[src/rtl/switch_conditioner.sv]
// Three-channel switch front end: 2-FF synchroniser, counter debounce, edge pulses
// and a hold-to-auto-repeat step generator per channel. All outputs registered.
//
// state  | meaning
// IDLE   | debounced level low, waiting for a press
// HELD   | pressed, counting towards the first auto-repeat step
// REPEAT | auto-repeating, stepping every REPEAT_CYCLES
module switch_conditioner #(
  parameter int DEBOUNCE_CYCLES = 20,
  parameter int HOLD_CYCLES     = 500,
  parameter int REPEAT_CYCLES   = 100,
  parameter bit REPEAT_EN       = 1'b1
) (
  input  logic       clk,
  input  logic       rst_n,
  input  logic [2:0] sw_in,
  output logic [2:0] sw_level,
  output logic [2:0] sw_press,
  output logic [2:0] sw_release,
  output logic [2:0] sw_step
);

  localparam int DW   = $clog2(DEBOUNCE_CYCLES + 1);
  localparam int HMAX = (HOLD_CYCLES > REPEAT_CYCLES) ? HOLD_CYCLES : REPEAT_CYCLES;
  localparam int HW   = $clog2(HMAX + 1);

  localparam logic [DW-1:0] DEB_LAST  = DW'(DEBOUNCE_CYCLES - 1);
  localparam logic [HW-1:0] HOLD_LAST = HW'(HOLD_CYCLES - 1);
  localparam logic [HW-1:0] HOLD_SAT  = HW'(HOLD_CYCLES);
  localparam logic [HW-1:0] REP_LAST  = HW'(REPEAT_CYCLES - 1);

  typedef enum logic [1:0] {IDLE, HELD, REPEAT} state_t;

  for (genvar g = 0; g < 3; g++) begin : g_ch
    logic          r_meta, r_sync, r_level;
    logic          r_press, r_release, r_step;
    logic [DW-1:0] r_dcnt;
    logic [HW-1:0] r_hcnt;
    state_t        r_state;
    logic          w_flip, w_press, w_release;

    // The debounced level flips on the edge the counter would complete its run
    assign w_flip    = (r_sync != r_level) && (r_dcnt == DEB_LAST);
    assign w_press   = w_flip & r_sync;
    assign w_release = w_flip & ~r_sync;

    always_ff @(posedge clk or negedge rst_n) begin
      if (!rst_n) begin
        r_meta    <= 1'b0;
        r_sync    <= 1'b0;
        r_level   <= 1'b0;
        r_dcnt    <= '0;
        r_press   <= 1'b0;
        r_release <= 1'b0;
      end else begin
        r_meta    <= sw_in[g];
        r_sync    <= r_meta;
        r_press   <= w_press;
        r_release <= w_release;
        if (r_sync == r_level) begin
          r_dcnt <= '0;
        end else if (w_flip) begin
          r_level <= r_sync;
          r_dcnt  <= '0;
        end else begin
          r_dcnt <= r_dcnt + DW'(1);
        end
      end
    end

    always_ff @(posedge clk or negedge rst_n) begin
      if (!rst_n) begin
        r_state <= IDLE;
        r_hcnt  <= '0;
        r_step  <= 1'b0;
      end else begin
        r_step <= 1'b0;
        // Release beats any repeat tick falling on the same edge
        if (w_release) begin
          r_state <= IDLE;
          r_hcnt  <= '0;
        end else begin
          case (r_state)
            IDLE: begin
              if (w_press) begin
                r_state <= HELD;
                r_hcnt  <= '0;
                r_step  <= 1'b1;
              end
            end
            HELD: begin
              if (REPEAT_EN && (r_hcnt == HOLD_LAST)) begin
                r_state <= REPEAT;
                r_hcnt  <= '0;
                r_step  <= 1'b1;
              end else if (r_hcnt != HOLD_SAT) begin
                r_hcnt <= r_hcnt + HW'(1);
              end
            end
            REPEAT: begin
              if (r_hcnt == REP_LAST) begin
                r_hcnt <= '0;
                r_step <= 1'b1;
              end else begin
                r_hcnt <= r_hcnt + HW'(1);
              end
            end
            default: begin
              r_state <= IDLE;
              r_hcnt  <= '0;
            end
          endcase
        end
      end
    end

    assign sw_level[g]   = r_level;
    assign sw_press[g]   = r_press;
    assign sw_release[g] = r_release;
    assign sw_step[g]    = r_step;
  end

endmodule

[config.mk]
export PLATFORM = sky130hd
export DESIGN_NAME = switch_conditioner
export DESIGN_NICKNAME = d
export VERILOG_FILES = /design/src/rtl/switch_conditioner.sv
export SDC_FILE = /design/constraint.sdc
export NUM_CORES = 1
export LEC_CHECK = 0
export ABC_AREA = 0
export CORE_ASPECT_RATIO = 1.4
export CORE_MARGIN = 5
export CORE_UTILIZATION = 58
export CTS_BUF_LIST = sky130_fd_sc_hd__clkbuf_8
export DETAILED_ROUTE_END_ITERATION = 12
export GPL_TIMING_DRIVEN = 0
export PLACE_DENSITY_LB_ADDON = 0.05
export SYNTH_ARGS = -nofsm -noshare
export SYNTH_HDL_FRONTEND = slang
export SYNTH_SLANG_ARGS = --single-unit
[constraint.sdc]
create_clock -name clk -period 2.03 [get_ports clk]
set_input_delay 0.406 -clock clk [delete_from_list [all_inputs] [get_ports clk]]
set_output_delay 0.406 -clock clk [all_outputs]
set_load 0.02 [all_outputs]
# [After elaboration in Yosys (flattened, before gate mapping)]
# Cells that the tools add are included.
[word_totals] wordCells=147 out_inout_bits=12 ff_bits=66 in_bits=5
[op_classes] n_eq_ne=36 n_addsub=6 n_reduce_logical=15 bitwise_logic=12 n_mux=51
[op_table] op="$mux W9" n=15
[op_table] op="$pmux W9 S3" n=3
[op_table] op="$mux W5" n=6
[op_table] op="$add A9 B1 Y9 const B" n=3
[op_table] op="$eq A9 B7 Y1 const B" n=3
[op_table] op="$eq A9 B9 Y1 const B" n=3
[op_table] op="$ne A9 B9 Y1 const B" n=3
[op_table] op="$mux W2" n=9
[op_table] op="$ne A3 B3 Y1 const B" n=6
[op_table] op="$pmux W2 S3" n=3
[op_table] op="$add A5 B1 Y5 const B" n=3
[op_table] op="$eq A5 B5 Y1 const B" n=3
[op_table] op="$mux W1" n=12
[op_table] op="$ne A4 B4 Y1 const B" n=3
[op_table] op="$reduce_and A2 Y1" n=6
[op_table] op="$pmux W1 S3" n=3
[op_table] op="$reduce_and A3 Y1" n=3
[op_table] op="$and A1 B1 Y1" n=6
[op_table] op="$eq A2 B1 Y1 const B" n=3
[op_table] op="$eq A2 B2 Y1 const B" n=3
[op_table] op="$logic_not A2 Y1" n=3
[op_table] op="$ne A2 B2 Y1 const B" n=3
[op_table] op="$not A1 Y1" n=6
[op_table] op="$eq A1 B1 Y1" n=3
[op_table] op="other kinds (2)" n=6

# [Logic depth before layout (Yosys ltp)]
[depth] ltp_word=6 mapped_depth=8 mapped_depth_nobuf=7

# [Least setup slack after synthesis]
# No wires, ideal clock.
[synth_path] path_kind="flip-flop to flip-flop" startpoint="register g_ch[0].r_hcnt[0]" endpoint="register g_ch[0].r_hcnt[4]" setup_ps=121 arrival_ps=1719 n_path_buf=0 path_stages_with_launch=7 required_ps=1909 synth_period_minus_slack_ps=1840 path_slack_ps=190 cell_sequence="dfrtp_1 > ha_1 > or3b_1 > o31a_1 > o211a_4 > nor2_4 > nor2_1"
[synth_between] elab_chain_len=5 elab_cells_between_ends=11 cone_classes="1 x add/sub; 4 x eq/ne; 5 x mux; 1 x reduce/logical"
[synth_rtl] item="from (decl)" line="38" rtl="logic [HW-1:0] r_hcnt;"
[synth_rtl] item="from (signal assigned)" line="97" rtl="r_hcnt <= r_hcnt + HW'(1);"
[synth_rtl] item="from (signal assigned)" line="105" rtl="r_hcnt <= r_hcnt + HW'(1);"
[synth_rtl] item="$add A9 B1 Y9" line="97, 105"
[synth_rtl] item="$mux W9" line="96" rtl="end else if (r_hcnt != HOLD_SAT) begin"
[synth_rtl] item="$mux W9" line="92" rtl="if (REPEAT_EN && (r_hcnt == HOLD_LAST)) begin"
[synth_rtl] item="$pmux W9 S3" line="83" rtl="case (r_state)"
[synth_rtl] item="$mux W9" line="79" rtl="if (w_release) begin"
# Several ways; a longest one is shown, not always the timed one. The select of a mux whose other input is x is not followed.
# A chain may end at the register's enable or synchronous reset.

# [Worst setup path in the final report]
[layout_path] startpoint="register g_ch[0].r_hcnt[0]" endpoint="register g_ch[0].r_hcnt[8]"
# Same word-level chain as after synthesis.

==> reports/results.txt <==
Outcome - finished, final reports clean
Main flop type after synthesis - dfrtp_1
Initial antenna violation count - 0
Layout cell share with drive strength beyond 1 - 14.9%
Net Count, Synth - 398
RePlAce Congestion - 0.867
CTS Buf Count - 9
Critical path type - flip-flop to flip-flop
Unrepaired setup endpoints after global routing - yes
Final std cells w/o fill - 475
Sum Neg Setup Slack - 0 ps
Post-DRT Antenna Nets - 0
TritonCTS clock tree - yes
Remaining global-route overflow - 0
N_diodes - 0
DP HPWL - 4870 um
CP startpoint kind - flip-flop
Routed wire length - 6800 um
Initial DRC Count - 101
Unique masters post-synth - 65
Lkg Pwr - 1.86 nW
Final setup viols - 0
Highest clock rate - 512 MHz
Critical Path RT - 2260 ps
Worst-case clock skew - 7.37 ps
Die X - 77.9 um
Number of flops mapped to enable cells by yosys - 0
R2R cell count - 6
Max_cap viols - 0
Slew @ Worst Pin - 824 ps
DP Cell Count - 457
Worst vdd ir - 0.527 mV
Setup WS post-layout - 76.3 ps
Root buffer cell - clkbuf_8
CTS Hold Bufs - 0
Period utilization - 96.2%
First-pass DRT Iterations - 4
Hold Fails Final Rpt - 0
Final net count - 428
Insertion delay to the later sink of the worst-skew pair - 340 ps
DRC Markers - 0
Vias/cell - 5.67
Hold_ws - 154 ps
I/O pin count - 17
Pins Over Slew Limit - 0
Power Dens Cells - 796 mW/mm2
# clock sinks - 66
Post-Synthesis Cells - 369
Syn Area/Cell - 10.1 um2
Global-route wire length before repair - 12,200 um
Layout area overhead - 12.1%
Ys async rst share - 100%
Mapped Area - 0.00374 mm2
Relative slew slack - 45.1%
YS warnings - 0
Hold crit path type - primary input to async pin
Clock transition at path regs - 70 ps
CORE AREA - 0.00625 mm2
Total GRT Usage - 18.3%
Crit. End Element - flip-flop
Pre-CTS WS - 25.3 ps
Final Util - 67.0%
Clock buffer depth - 2
Routed WL per cell - 14.3 um
Port Buffers - 16
H-tree levels - 3
Via count - 2,693
Seq/Total Area, Yosys - 44.2%
FF+latch count, synth - 66
Top fanout value on the critical path - 6
Die area - 0.00817 mm2
Die Y-Extent - 105 um
Largest net degree at the start of global routing - 67
Min Tclk post-route - 1950 ps
WP data arrival - 2180 ps
Vias in the first global route - 2,782
FP Rows - 34
Initial Util - 59.8%
Worst R2R Setup Slack - 80 ps
## cell families (layout without fill, tap and decap cells)
logic type	Yosys count	in the layout	share of synthesized area, %
flops	66	66	44.2
mux	6	6	1.81
fa+ha+maj	24	24	8.03
compound gates	81	81	16.7
xor+xnor	16	16	3.75
buf+inv	37	71	5.12
simple gates	139	139	20.4
## path summary, 6_finish.rpt
check / start / end
setup / recovery: g_ch[0].r_hcnt[0] / g_ch[0].r_hcnt[8]
min in group clk: g_ch[1].r_meta / g_ch[1].r_sync
hold / removal: rst_n / g_ch[0].r_dcnt[0]
hold reg to reg: g_ch[1].r_meta / g_ch[1].r_sync
max in group asynchronous: rst_n / g_ch[1].r_hcnt[2]
setup reg to reg: g_ch[0].r_hcnt[0] / g_ch[0].r_hcnt[8]
## power by group
| part | leakage [nW] | internal [mW] | switching, mW |
|---|---|---|---|
| Sequential | 0.895 | 1.39 | 0.0677 |
| Combinational | 0.888 | 0.394 | 0.571 |
| Clock | 0.0806 | 0.426 | 0.489 |
| Total | 1.86 | 2.21 | 1.13 |
## worst max-delay path: stages, from the launching register on
cell     delay [ps]
dfrtp_1         400
ha_2            220
or3b_4          390
o31a_1          290
o211a_4         290
nor2_4          180
nor2_1           70
## metal layers
| layer | vias up | share of wire [%] | global-route usage, % |
|---|---|---|---|
| met3 | 8 | 3.2 | 4.56 |
| met1 | 1277 | 42 | 20.7 |
| met5 | - | 0 | 0 |
| met4 | 0 | 1.8 | 8.48 |
| met2 | 48 | 53 | 31.8 |
| li1 | 1360 | - | - |
## per-stage QoR
step                cell area [um2]  total power [mW]
finish                         4190              3.34
global route                   4190              3.58
CTS                            4150              3.35
detailed placement             3990              2.41
global placement               3990              2.39
floorplan                      3740              2.20
## area by class of cell
cell class | instances | area [um2]
multi-input combinational | 266 | 1920
fill | 509 | 2060
clock buffer | 9 | 124
tap | 72 | 90.1
sequential | 66 | 1650
timing repair buffer | 19 | 180
clock inverter | 6 | 35.0
buffer | 14 | 100
inverter | 23 | 93.8
## cells in the mapped netlist, types with 2 or more instances
cell / number / area share [%]
a22oi_1: 2 / 0.40
nand2b_1: 4 / 0.67
nand4_1: 2 / 0.33
or3_1: 2 / 0.33
and3_1: 3 / 0.50
xor2_1: 5 / 1.2
or3b_4: 2 / 0.60
a21o_1: 3 / 0.60
a22o_1: 8 / 1.9
nand4bb_1: 2 / 0.60
a31oi_1: 3 / 0.50
inv_1: 21 / 2.1
dfrtp_1: 66 / 44
a21oi_1: 13 / 1.7
nor2_1: 32 / 3.2
or2_1: 2 / 0.33
ha_1: 24 / 8.0
nor2b_1: 5 / 0.84
o31a_1: 2 / 0.47
nor4_1: 3 / 0.50
nand3_1: 24 / 3.2
xnor2_1: 11 / 2.6
and4b_1: 2 / 0.54
buf_2: 2 / 0.27
mux2_2: 2 / 0.60
o21a_1: 3 / 0.60
o31ai_4: 2 / 1.1
nor3_1: 13 / 1.7
mux2i_1: 3 / 0.80
a32o_1: 5 / 1.3
buf_4: 12 / 2.4
o21ai_0: 11 / 1.5
o21ai_1: 13 / 1.7
a2bb2oi_1: 2 / 0.47
nand2_1: 30 / 3.0
## layout by cell type, fill, tap and decap left out, types with 4 or more instances in the layout
cell type        synthesis  routed
nor2_1                  32      32
ha_1                    24      21
nand3_1                 24      24
nor2b_1                  5       5
xor2_1                   5       5
clkinv_2                 0       4
nand2b_1                 4       4
clkbuf_8                 0       9
buf_4                   12      16
nand2_1                 30      30
a32o_1                   5       5
a22o_1                   8       8
nor3_1                  13      13
inv_1                   21      21
dfrtp_1                 66      66
o21ai_0                 11      11
a21oi_1                 13      13
clkdlybuf4s50_1          0      15
xnor2_1                 11      11
o21ai_1                 13      13
## what timing repair did
| action | CTS | global route |
|---|---|---|
| setup buffers | 0 | 3 |
| setup endpoints to repair | 0 | 19 |
| resized for setup | 0 | 7 |
| endpoints found under the hold margin | 0 | 0 |
## state kept, by name, summed over array words and instances, names as in the netlist
signal	flops
g_ch.r_dcnt	15
g_ch.r_hcnt	27
g_ch.r_level	3
g_ch.r_meta	3
g_ch.r_press	3
g_ch.r_release	3
g_ch.r_state	6
g_ch.r_step	3
g_ch.r_sync	3
(Power assumes the default switching activity.)
